File: src/rtl/passive_arm_ctrl_pkg.sv
// Shared definitions for the passive arming controller: state encodings and
// alarm-event counter width/saturation.
package passive_arm_ctrl_pkg;

    localparam int STATE_W = 3;
    localparam int EV_W    = 4;
    localparam int EV_MAX  = 15;

    typedef enum logic [STATE_W-1:0] {
        ST_DISARMED = 3'd0,
        ST_ARMING   = 3'd1,
        ST_ARMED    = 3'd2,
        ST_ENTRY    = 3'd3,
        ST_ALARM    = 3'd4
    } state_t;

endpackage

File: src/rtl/passive_delay_cnt.sv
// Loadable down counter shared by the timed alarm phases; holds at zero and
// flags it so the controller never sees a wrap.
module passive_delay_cnt #(
    parameter int CNT_W = 8
) (
    input  logic             clk,
    input  logic             reset_L,
    input  logic             load,
    input  logic [CNT_W-1:0] loadVal,
    input  logic             en,
    output logic             zero
);

    logic [CNT_W-1:0] countReg;

    always_ff @(posedge clk or negedge reset_L) begin
        if (!reset_L) begin
            countReg <= '0;
        end else if (load) begin
            countReg <= loadVal;
        end else if (en && (countReg != '0)) begin
            countReg <= countReg - CNT_W'(1);
        end
    end

    assign zero = (countReg == '0);

endmodule

File: src/rtl/passive_arm_ctrl.sv
// Passive car-alarm sequencer: disarmed -> arming countdown -> armed ->
// entry delay -> siren, with Moore outputs and a saturating alarm-event count.
module passive_arm_ctrl
    import passive_arm_ctrl_pkg::*;
#(
    parameter int ARM_DELAY    = 8,
    parameter int ENTRY_DELAY  = 6,
    parameter int SIREN_CYCLES = 10,
    parameter int CNT_W        = 8
) (
    input  logic                clk,
    input  logic                reset_L,
    input  logic                PassiveSignal,
    input  logic                OpenDoorSign,
    input  logic                IgnitionSignalOn,
    input  logic                DisarmKey,
    output logic                ArmedSign,
    output logic                ArmingSign,
    output logic                EntryWarnSign,
    output logic                SirenSign,
    output logic [EV_W-1:0]     AlarmEvents,
    output logic [STATE_W-1:0]  StateOut
);

    localparam logic [CNT_W-1:0] ARM_LOAD   = CNT_W'(ARM_DELAY - 1);
    localparam logic [CNT_W-1:0] ENTRY_LOAD = CNT_W'(ENTRY_DELAY - 1);
    localparam logic [CNT_W-1:0] SIREN_LOAD = CNT_W'(SIREN_CYCLES - 1);

    state_t           stateReg;
    state_t           stateNext;
    logic             cntLoad;
    logic [CNT_W-1:0] cntLoadVal;
    logic             cntEn;
    logic             cntZero;
    logic             evInc;
    logic [EV_W-1:0]  eventsReg;

    passive_delay_cnt #(
        .CNT_W (CNT_W)
    ) delayCnt (
        .clk     (clk),
        .reset_L (reset_L),
        .load    (cntLoad),
        .loadVal (cntLoadVal),
        .en      (cntEn),
        .zero    (cntZero)
    );

    always_ff @(posedge clk or negedge reset_L) begin
        if (!reset_L) begin
            stateReg <= ST_DISARMED;
        end else begin
            stateReg <= stateNext;
        end
    end

    // DisarmKey is tested first in every state so it wins over all sensors.
    always_comb begin
        stateNext  = stateReg;
        cntLoad    = 1'b0;
        cntLoadVal = '0;
        cntEn      = 1'b0;
        evInc      = 1'b0;
        case (stateReg)
            ST_DISARMED: begin
                if (PassiveSignal && !IgnitionSignalOn && !OpenDoorSign && !DisarmKey) begin
                    stateNext  = ST_ARMING;
                    cntLoad    = 1'b1;
                    cntLoadVal = ARM_LOAD;
                end
            end
            ST_ARMING: begin
                if (DisarmKey || !PassiveSignal || IgnitionSignalOn || OpenDoorSign) begin
                    stateNext = ST_DISARMED;
                end else if (cntZero) begin
                    stateNext = ST_ARMED;
                end else begin
                    cntEn = 1'b1;
                end
            end
            ST_ARMED: begin
                if (DisarmKey) begin
                    stateNext = ST_DISARMED;
                end else if (OpenDoorSign) begin
                    stateNext  = ST_ENTRY;
                    cntLoad    = 1'b1;
                    cntLoadVal = ENTRY_LOAD;
                end else if (IgnitionSignalOn) begin
                    stateNext  = ST_ALARM;
                    cntLoad    = 1'b1;
                    cntLoadVal = SIREN_LOAD;
                    evInc      = 1'b1;
                end
            end
            ST_ENTRY: begin
                if (DisarmKey) begin
                    stateNext = ST_DISARMED;
                end else if (cntZero) begin
                    stateNext  = ST_ALARM;
                    cntLoad    = 1'b1;
                    cntLoadVal = SIREN_LOAD;
                    evInc      = 1'b1;
                end else begin
                    cntEn = 1'b1;
                end
            end
            ST_ALARM: begin
                if (DisarmKey) begin
                    stateNext = ST_DISARMED;
                end else if (cntZero) begin
                    // A still-open door or live ignition re-triggers the burst without a new event.
                    if (OpenDoorSign || IgnitionSignalOn) begin
                        cntLoad    = 1'b1;
                        cntLoadVal = SIREN_LOAD;
                    end else begin
                        stateNext = ST_ARMED;
                    end
                end else begin
                    cntEn = 1'b1;
                end
            end
            default: begin
                stateNext = ST_DISARMED;
            end
        endcase
    end

    always_ff @(posedge clk or negedge reset_L) begin
        if (!reset_L) begin
            eventsReg <= '0;
        end else if (evInc && (eventsReg != EV_W'(EV_MAX))) begin
            eventsReg <= eventsReg + EV_W'(1);
        end
    end

    always_comb begin
        ArmingSign    = (stateReg == ST_ARMING);
        ArmedSign     = (stateReg == ST_ARMED) || (stateReg == ST_ENTRY);
        EntryWarnSign = (stateReg == ST_ENTRY);
        SirenSign     = (stateReg == ST_ALARM);
    end

    assign AlarmEvents = eventsReg;
    assign StateOut    = stateReg;

endmodule

File: config.mk
export PLATFORM = sky130hd
export DESIGN_NAME = passive_arm_ctrl
export DESIGN_NICKNAME = d
export VERILOG_FILES = /design/src/rtl/passive_arm_ctrl_pkg.sv /design/src/rtl/passive_delay_cnt.sv /design/src/rtl/passive_arm_ctrl.sv
export SDC_FILE = /design/constraint.sdc
export NUM_CORES = 1
export LEC_CHECK = 0
export ABC_AREA = 1
export BUFFER_PORTS_ARGS = -buffer_cell sky130_fd_sc_hd__buf_2
export CORE_AREA = 5 5 61 63
export CTS_BUF_LIST = sky130_fd_sc_hd__clkbuf_4
export CTS_CLUSTER_SIZE = 10
export DETAILED_ROUTE_END_ITERATION = 6
export DIE_AREA = 0 0 66 68
export GPL_TIMING_DRIVEN = 0
export HOLD_SLACK_MARGIN = 0.03
export PLACE_DENSITY = 0.62
export SLEW_MARGIN = 20
export SYNTH_ARGS = -nofsm -noshare
export SYNTH_HDL_FRONTEND = slang
export SYNTH_SLANG_ARGS = --single-unit
export TNS_END_PERCENT = 1
File: constraint.sdc
create_clock -name clk -period 1.3 [get_ports clk]
set_clock_uncertainty 0.05 [all_clocks]
set_input_delay 0.26 -clock clk [delete_from_list [all_inputs] [get_ports clk]]
set_output_delay 0.26 -clock clk [all_outputs]
set_load 0.05 [all_outputs]
==> out/qor.yml <==
critical_path:
  cp-startpoint: "StateOut[1]"
  cp-start-kind: "flop"
  reg2reg_slack_ns: -0.19
  endpoint: "ArmingSign"
  crit_required_ns: 0.99
  arrival_ns: 1.19
  worst_r2r_path_depth: 9
  end_kind: "output port"
  reg2reg_to: "delayCnt.countReg[3]"
  r2r_start: "delayCnt.countReg[0]"
  critical_path_class: "flop to output port"
  crit_fanout: 6
synthesis:
  synth_top_family_by_area: "simple AND/OR/NAND/NOR gates"
  yosys.area_share.adder_pct: 3.67
  ys_ff_latch: 15
  synthMuxAreaShare_pct: 0
  syn_inst: 145
  synth_xor_area_share_pct: 5.13
  synth_compound_area_share_pct: 3.79
  synth_nets: 154
  syn_area_um2: 1020
  yosys_warnings: 0
  synth-simple-area-share_pct: 45.2
  ys_types: 19
  syn_area_per_cell_um2: 7.06
  ys_seq_area_share_pct: 36.7
global_routing:
  grt_pass1_wl_mm: 4.32
  grtUsageMet2_pct: 21.8
  grt_usage_pct: 12.0
  overflow: 0
  grt_busiest_layer: "met2"
  use_met1_pct: 14.1
  antenna_found_initial: 0
  use_met3_pct: 2.30
  grt_max_degree: 16
  grt_pass1_vias: 1010
route:
  ant_nets: 0
  drt_iter0_drc: 73
  wl_mm: 2.65
  vias: 1063
  vias_per_cell: 4.79
  avgRoutedWirePerCell_um: 12.0
  drc_errors: 0
  drt-pass1-iter-count: 4
finish:
  fin_nets: 186
  drive_above_1_share_pct: 40.9
  synthToLayoutAreaGrowth_pct: 39.7
  finalCoreUtilization_pct: 45.0
  fill_cells: 315
  multi_input_area_um2: 701
  regArea_um2: 382
  n_antenna_cell: 0
power_and_ir_drop:
  p_leak_nw: 0.758
  ir_worst_vdd_uv: 599
  p_per_area_nw_per_um2: 1590
sta:
  min_period_ns: 1.50
  setup-violations-final: 20
  finalCritPeriodShare_pct: 115
  slew_headroom_pct: 77.1
  grt_setup_unrepaired: "yes"
  drv_slew: 0
  tightest_slew_ns: 0.344
  max_freq_mhz: 666
  finalHoldViolations: 0
  layout_setup_ws_ns: -0.201
placed_design:
  place_ws_ns: -0.312
  globalplace.congestion: 0.832
  port_buffers: 16
  hpwlAfterDp_mm: 1.80
clock_tree:
  cts_max_level: 1
  clockRootBuffer: "clkbuf_4"
  cts_buffers: 3
  tritoncts: "built"
  cts_sinks: 15
  clk_path_buf_depth: 2
  clk_pin_slew_ns: 0.09
  insertion_delay_ns: 0.28
floorplanning:
  pin_count: 17
  core_um2: 3180
  die_h_um: 68
  initial_core_util_pct: 32.2
  die-area_um2: 4490
  rows: 21
  die_width_um: 66
outcome:
  violations: "negative setup slack"
  status: "complete, but fails checks"
hold_path:
  hold_class: "primary input to flop"
flow_run:
  cap_violations: 0
[timing repair]
item / 4_1_cts / 5_1_grt
hold endpoints to repair: 15 / 0
hold buffers: 1 / 0
buffers inserted: 3 / 6
resized for setup: 25 / 19
endpoints found under the setup margin: 25 / 21
pin swaps: 6 / 8
cloned: 0 / 1
[layout make-up]
type / count / share of cell area (%)
Inverter: 15 / 4.29
Multi-Input combinational cell: 116 / 49.0
Clock buffer: 3 / 1.57
Sequential cell: 15 / 26.7
Clock inverter: 1 / 0.350
Tap cell: 46 / 4.02
Timing Repair Buffer: 26 / 14.1
[through the flow]
step           power, W  instance area (um^2)  setup TNS, ns  instances  hold slack (ns)
6_report        0.00228                  1430          -3.04        222            0.233
5_1_grt         0.00244                  1430          -4.96        222            0.258
4_1_cts         0.00204                  1310          -3.01        215            0.230
3_5_place_dp    0.00166                  1180          -3.45        207            0.145
3_3_place_gp    0.00164                  1180          -3.00        207            0.133
2_1_floorplan   0.00145                  1040          -6.19        145          -0.0856
[cells by family after synthesis]
| logic type | Yosys count |
|---|---|
| simple gates | 99 |
| buf+inv | 15 |
| flops | 15 |
| compound gates | 7 |
| xor+xnor | 6 |
| fa+ha+maj | 3 |
[flip-flops by register name, indices dropped and copies added, names as in the netlist]
| signal | flops |
|---|---|
| AlarmEvents | 4 |
| StateOut | 3 |
| delayCnt.countReg | 8 |
[cell usage in the layout, fill, tap and decap left out, types with 4 or more instances in the layout]
cell     netlist  final
dfrtp_2        0      5
xnor2_1        4      4
nand3_1       20     18
buf_4          0     15
nand2_4        1      7
nor2_4         2      4
nor2_2         5      5
nor2_1        16     14
dfrtp_1       15     10
inv_2          4      5
inv_1         11      8
nand2_1       43     35
buf_2          0      6
nand2_2        6      9
[routing by layer]
metal	part of all wire, %	vias up
met5	0	-
met4	0.60	0
met3	5.1	2
met2	50	26
met1	45	505
li1	-	530
[synth_stat cells]
| cell | instances | area (um^2) |
|---|---|---|
| ha_1 | 3 | 37.5 |
| dfrtp_1 | 15 | 375 |
| xnor2_1 | 4 | 35.0 |
| a21oi_1 | 4 | 20.0 |
| o21ai_1 | 2 | 10.0 |
| nand2_1 | 43 | 161 |
| inv_2 | 4 | 15.0 |
| nand2_2 | 6 | 37.5 |
| nor2_1 | 16 | 60.1 |
| nand4_1 | 3 | 18.8 |
| nor3_2 | 1 | 10.0 |
| nor3_1 | 2 | 10.0 |
| o2111ai_1 | 1 | 8.76 |
| nand3_1 | 20 | 100 |
| inv_1 | 11 | 41.3 |
| nor2_2 | 5 | 31.3 |
| nand2_4 | 1 | 11.3 |
| xor2_1 | 2 | 17.5 |
| nor2_4 | 2 | 22.5 |
[report_power, final]
group / total (W) / internal [W] / switching (W)
Sequential: 0.000722 / 0.000584 / 0.000138
Combinational: 0.00129 / 0.000513 / 0.000776
Clock: 0.000269 / 0.000114 / 0.000155
Total: 0.00228 / 0.00121 / 0.00107
[worst max-delay path, stage by stage, from the launching register on]
cell	delay, ns
dfrtp_2	0.49
nor3_4	0.23
buf_6	0.19
[worst min-delay path by stage]
stage	from	slack, ns	cells after the start	end
final	OpenDoorSign	0.23	3	StateOut[0]
after global routing	OpenDoorSign	0.26	3	StateOut[0]
after CTS	OpenDoorSign	0.23	3	StateOut[0]
after detailed placement	reset_L	0.15	1	delayCnt.countReg[6]
after global placement	reset_L	0.13	1	delayCnt.countReg[6]
after floorplan	reset_L	-0.09	0	AlarmEvents[0]
(Power assumes the default switching activity.)
